### src/rtl/scan_master.sv
// Debug scan-chain master: captures every chain element's status byte, shifts the chain back,
// commits a byte-addressable snapshot with a per-byte changed mask. Define SCAN_AUTO_EN for periodic scans.
//
// state   | meaning
// --------+---------------------------------------------------------------
// IDLE    | waiting for start or a pending auto trigger
// LOAD    | one-cycle dbg_load strobe, chain elements capture status
// SHIFT   | 8*N cycles of dbg_shift, dbg_din sampled into the capture reg
// COMMIT  | capture copied to snapshot, changed mask updated, done pulsed
module scan_master #(
  parameter int N = 3,
  parameter int PERIOD = 500000,
  localparam int AW = (N > 1) ? $clog2(N) : 1
) (
  input  logic          clkDebug,
  input  logic          n_reset,
  input  logic          start,
  output logic          busy,
  output logic          done,
  output logic          dbg_load,
  output logic          dbg_shift,
  output logic          dbg_dout,
  input  logic          dbg_din,
  input  logic [AW-1:0] rd_addr,
  output logic [7:0]    rd_data,
  output logic [N-1:0]  changed
);

  localparam int CW = $clog2(8 * N);
  localparam int PW = (PERIOD > 1) ? $clog2(PERIOD) : 1;

  if (N < 1) begin : g_bad_n
    $error("scan_master: N must be at least 1");
  end
  if (PERIOD < 1) begin : g_bad_period
    $error("scan_master: PERIOD must be at least 1");
  end

  typedef enum logic [1:0] {
    S_IDLE   = 2'd0,
    S_LOAD   = 2'd1,
    S_SHIFT  = 2'd2,
    S_COMMIT = 2'd3
  } state_t;

  state_t          state;
  state_t          state_nxt;
  logic [CW-1:0]   bit_cnt;
  logic [8*N-1:0]  cap;
  logic [8*N-1:0]  cap_nxt;
  logic [8*N-1:0]  snap;
  logic            trig;
  logic            enter_load;
  logic            enter_commit;

  assign enter_load   = (state == S_IDLE) && (state_nxt == S_LOAD);
  assign enter_commit = (state == S_SHIFT) && (state_nxt == S_COMMIT);

`ifdef SCAN_AUTO_EN
  logic [PW-1:0] auto_cnt;
  logic          auto_pend;

  // A tick landing on the same edge as a LOAD entry stays pending for the next scan.
  always_ff @(posedge clkDebug or negedge n_reset) begin
    if (!n_reset) begin
      auto_cnt  <= PW'(PERIOD - 1);
      auto_pend <= 1'b0;
    end else begin
      if (auto_cnt == '0) begin
        auto_cnt  <= PW'(PERIOD - 1);
        auto_pend <= 1'b1;
      end else begin
        auto_cnt <= auto_cnt - PW'(1);
        if (enter_load) begin
          auto_pend <= 1'b0;
        end
      end
    end
  end

  assign trig = auto_pend;
`else
  assign trig = 1'b0;
`endif

  always_ff @(posedge clkDebug or negedge n_reset) begin
    if (!n_reset) begin
      state <= S_IDLE;
    end else begin
      state <= state_nxt;
    end
  end

  always_comb begin
    state_nxt = state;
    case (state)
      S_IDLE:   if (start || trig) state_nxt = S_LOAD;
      S_LOAD:   state_nxt = S_SHIFT;
      S_SHIFT:  if (bit_cnt == '0) state_nxt = S_COMMIT;
      S_COMMIT: state_nxt = S_IDLE;
      default:  state_nxt = S_IDLE;
    endcase
  end

  // Final bit arrives on the edge entering COMMIT, so the snapshot takes cap_nxt directly.
  assign cap_nxt = {cap[8*N-2:0], dbg_din};

  always_ff @(posedge clkDebug or negedge n_reset) begin
    if (!n_reset) begin
      bit_cnt <= '0;
      cap     <= '0;
      snap    <= '0;
      changed <= '0;
    end else begin
      if (state == S_LOAD) begin
        bit_cnt <= CW'(8 * N - 1);
      end else if ((state == S_SHIFT) && (bit_cnt != '0)) begin
        bit_cnt <= bit_cnt - CW'(1);
      end
      if (state == S_SHIFT) begin
        cap <= cap_nxt;
      end
      if (enter_commit) begin
        snap <= cap_nxt;
        for (int i = 0; i < N; i++) begin
          changed[i] <= (cap_nxt[8*(N-1-i) +: 8] != snap[8*(N-1-i) +: 8]);
        end
      end
    end
  end

  always_ff @(posedge clkDebug or negedge n_reset) begin
    if (!n_reset) begin
      busy      <= 1'b0;
      done      <= 1'b0;
      dbg_load  <= 1'b0;
      dbg_shift <= 1'b0;
    end else begin
      busy      <= (state_nxt == S_LOAD) || (state_nxt == S_SHIFT);
      done      <= (state_nxt == S_COMMIT);
      dbg_load  <= (state_nxt == S_LOAD);
      dbg_shift <= (state_nxt == S_SHIFT);
    end
  end

  assign dbg_dout = 1'b0;

  // Byte 0 sits at the top of the snapshot; addresses past N-1 read as zero.
  always_comb begin
    rd_data = '0;
    for (int i = 0; i < N; i++) begin
      if (rd_addr == AW'(i)) begin
        rd_data = snap[8*(N-1-i) +: 8];
      end
    end
  end

endmodule
### config.mk
export PLATFORM = sky130hd
export DESIGN_NAME = scan_master
export DESIGN_NICKNAME = d
export VERILOG_FILES = /design/src/rtl/scan_master.sv
export SDC_FILE = /design/constraint.sdc
export NUM_CORES = 1
export LEC_CHECK = 0
export BUFFER_PORTS_ARGS = -buffer_cell sky130_fd_sc_hd__buf_2
export CORE_UTILIZATION = 25
export DETAILED_ROUTE_END_ITERATION = 16
export SLEW_MARGIN = 5
export SYNTH_ARGS = -nofsm -noshare
export SYNTH_HDL_FRONTEND = slang
export SYNTH_SLANG_ARGS = --single-unit
### constraint.sdc
create_clock -name clkDebug -period 2.2 [get_ports clkDebug]
set_input_delay 0.33 -clock clkDebug [delete_from_list [all_inputs] [get_ports clkDebug]]
set_output_delay 0.33 -clock clkDebug [all_outputs]
set_load 0.05 [all_outputs]
==> flow_metrics.env <==
export IMPL_grt_overflow_total=0
export IMPL_dieHeight_um=110
export IMPL_syn_area_um2=2890
export IMPL_critical_path_max_stage_delay_ns=0.51
export IMPL_hold_violations=0
export IMPL_cp_data_arrival_time_ns=2.31
export IMPL_ir_drop_mv=0.806
export IMPL_sequentialPowerShare_pct=36.3
export IMPL_area_growth_pct=21.3
export IMPL_port_buffers=20
export IMPL_synthAdderAreaFrac_pct=2.60
export IMPL_path_clk_slew_ns=0.05
export IMPL_cts_root_buf="clkbuf_16"
export IMPL_post_cts_buffers=0
export IMPL_hold_start="dbg_din"
export IMPL_busiest_layer="met2"
export IMPL_layout_commonest_cell="dfrtp_1"
export IMPL_met1_usage_pct=13.1
export IMPL_grtUsageTotal_pct=10.0
export IMPL_mostFrequentLayoutCells="61 x dfrtp_1, 30 x mux2_2, 25 x xor2_1, 20 x mux2_4, 20 x buf_2"
export IMPL_rsz0062_at_grt="no"
export IMPL_yosysTopAreaCellShare_pct=52.8
export IMPL_fp_coreArea_um2=11000
export IMPL_worstHoldPathType="primary input to register"
export IMPL_fp_row_count=38
export IMPL_period_needed_ns=2.10
export IMPL_wire_per_inst_um=13.3
export IMPL_cts_tree="done"
export IMPL_synth_compound_area_share_pct=3.38
export IMPL_first_global_vias=1792
export IMPL_firstDrtPassIters=4
export IMPL_synthCells=213
export IMPL_power_mw=5.83
export IMPL_cp_required_ns=2.41
export IMPL_cp_end_kind="register"
export IMPL_regToRegStartpoint="bit_cnt[0]"
export IMPL_hpwl_um=3570
export IMPL_grt_use_met3_pct=4.03
export IMPL_grt_pass1_wl_um=8870
export IMPL_pre_cts_ws_ns=0.0743
export IMPL_path_cells="inv_1 > ha_2 > or4b_4 > o21ai_4 > nand3_4 > buf_12 > mux2_4"
export IMPL_crit_start="bit_cnt[0]"
export IMPL_whs_ns=0.296
export IMPL_final_core_util_pct=31.8
export IMPL_vias=1662
export IMPL_final_layout_size_suffix_gt1_share_pct=37.7
export IMPL_drt_total_wl_um=5120
export IMPL_die_area_um2=12000
export IMPL_fin_nets=253
export IMPL_h_tree_depth=3
export IMPL_syn_nets=225
export IMPL_setup_viol=0
export IMPL_io_pins=22
export IMPL_drcViolationCount=0
export IMPL_placed_area_um2=3180
export IMPL_final_cells=384
export IMPL_yosys_area_top_type="dfrtp_1"
export IMPL_drtIter0Drc=70
export IMPL_globalRouteMet2Util_pct=14.9
export IMPL_yosys_warnings=0
export IMPL_synthMuxAreaShare_pct=24.9
export IMPL_synth_seq_cells=61
export IMPL_worst_setup_path_type="register to register"
export IMPL_vias_per_cell=4.33
export IMPL_finalMaxSlewViolations=0
export IMPL_cts_buffers=9
export IMPL_switchingPower_mw=2.07
export IMPL_fin_area_um2=3500
export IMPL_outcome="finished clean"
export IMPL_finClkSkew_ns=0.00843
export IMPL_maxCapViolCount=0
export IMPL_avgSynthCellArea_um2=13.6
export IMPL_gp_congestion=0.729
export IMPL_synth_simple_area_share_pct=5.72
export IMPL_synth_distinct_cells=30
export IMPL_worstSkewPairLatency_ns=0.32
export IMPL_n_antenna_cell=0
export IMPL_ant_nets=0
export IMPL_crit_fanout=27
export IMPL_synth_xor_area_share_pct=7.88
export IMPL_p_clk_share_pct=24.1
export IMPL_cpMaxStageDelayCell="or4b_4"
export IMPL_fin_ws_ns=0.0990
export IMPL_switching_share_pct=35.5
export IMPL_min_period_over_period_pct=95.5
export IMPL_synth_seq_area_share_pct=52.8
export IMPL_combPwrFrac_pct=39.5
export IMPL_clockBufferDepth=2
export IMPL_p_per_area_nw_per_um2=1660
export IMPL_regArea_um2=1530
export IMPL_clock_fmax_mhz=476
export IMPL_hold_depth=2
export IMPL_p_leak_nw=1.71
export IMPL_place_inst=369
export IMPL_die_x_um=110
export IMPL_initial_core_util_pct=26.2
export IMPL_setup_worst_path_start_class="register"
export IMPL_internal_power_mw=3.76
export IMPL_multi_input_area_um2=1300
export IMPL_fin_tns_setup_ns=0
export IMPL_yosys_top_cells_area="dfrtp_1 53%, mux2_2 12%, mux2_4 10%, xor2_1 7.6%, mux2i_1 2.8%"
export IMPL_final_fill_count=1103
export IMPL_antenna_found_initial=0
export IMPL_synth_top_family_by_area="multiplexers"
export IMPL_reg2regPathDepth=7
export IMPL_grt_max_degree=29
export IMPL_cts_sinks=61
## layout make-up
cell class              count  area share (%)
flip-flops and latches     61            43.6
multi-input cells         137            37.0
clock buffers              13            7.71
repair buffers             25            5.07
well taps                 140            5.00
clock inverters             1           0.857
inverters                   7           0.750
## final timing paths
kind	to	slack, ns
hold / removal	snap[0]	0.30
min in group asynchronous	snap[3]	0.47
setup reg to reg	snap[12]	0.1
hold reg to reg	bit_cnt[4]	0.48
setup / recovery	snap[12]	0.1
max in group asynchronous	snap[17]	1.14
## repair_timing
| item | 4_1_cts | 5_1_grt |
|---|---|---|
| resized for setup | 0 | 2 |
| endpoints found under the hold margin | 15 | 0 |
| hold buffers | 1 | 0 |
| setup endpoints to repair | 0 | 25 |
## state kept, by name, summed over array words and instances (netlist names)
name,flops
state,2
cap,23
done,1
dbg_shift,1
dbg_load,1
changed,3
busy,1
bit_cnt,5
snap,24
## Yosys cell counts
| library cell | number |
|---|---|
| inv_1 | 7 |
| o21ai_2 | 1 |
| nor3_1 | 1 |
| nand2b_1 | 1 |
| a21o_1 | 1 |
| o21a_1 | 2 |
| o21ai_0 | 8 |
| buf_6 | 2 |
| a21oi_1 | 1 |
| or2_2 | 1 |
| nor2_1 | 3 |
| dfrtp_1 | 61 |
| a31oi_1 | 2 |
| xnor2_1 | 1 |
| nor4_1 | 6 |
| ha_1 | 6 |
| a211o_1 | 1 |
| buf_4 | 1 |
| nor2b_1 | 1 |
| or4b_4 | 1 |
| and2_1 | 1 |
| nand2_1 | 12 |
| clkbuf_1 | 5 |
| mux2_2 | 30 |
| nand3_4 | 1 |
| conb_1 | 1 |
| xor2_1 | 25 |
| mux2_4 | 20 |
| nand3_1 | 2 |
| mux2i_1 | 8 |
## worst max-delay path: cells and delay by family (launching register included)
kind,cells,cell delay (ns)
muxes,1,0.31
DFF,1,0.37
and+or+nand+nor,2,0.60
buffers and inverters,2,0.29
adders and majority gates,1,0.21
AOI/OAI and AO/OA,1,0.19
## power by group through the flow
stage / combinational, mW / clock, mW / sequential [mW]
5_1_grt: 2.53 / 1.50 / 2.20
4_1_cts: 2.32 / 1.45 / 2.13
3_3_place_gp: 2.28 / 0 / 2.12
3_5_place_dp: 2.31 / 0 / 2.14
6_report: 2.30 / 1.41 / 2.12
2_1_floorplan: 1.74 / 0 / 2.17
## per-layer routing
metal | wire [µm] | up-vias | part of all wire [%]
met5 | 0 | - | 0
met2 | 2300 | 31 | 45
li1 | - | 787 | -
met3 | 285 | 6 | 5.6
met4 | 55 | 0 | 1.1
met1 | 2480 | 838 | 48
## kinds of logic after synthesis
logic type / count (synthesis)
AOI/OAI and AO/OA: 16
and+or+nand+nor: 30
xor gates and xnor gates: 26
muxes: 58
buffers and inverters: 15
other: 1
DFF: 61
adders and majority gates: 6
No activity file was read; power rests on OpenSTA's default activity.
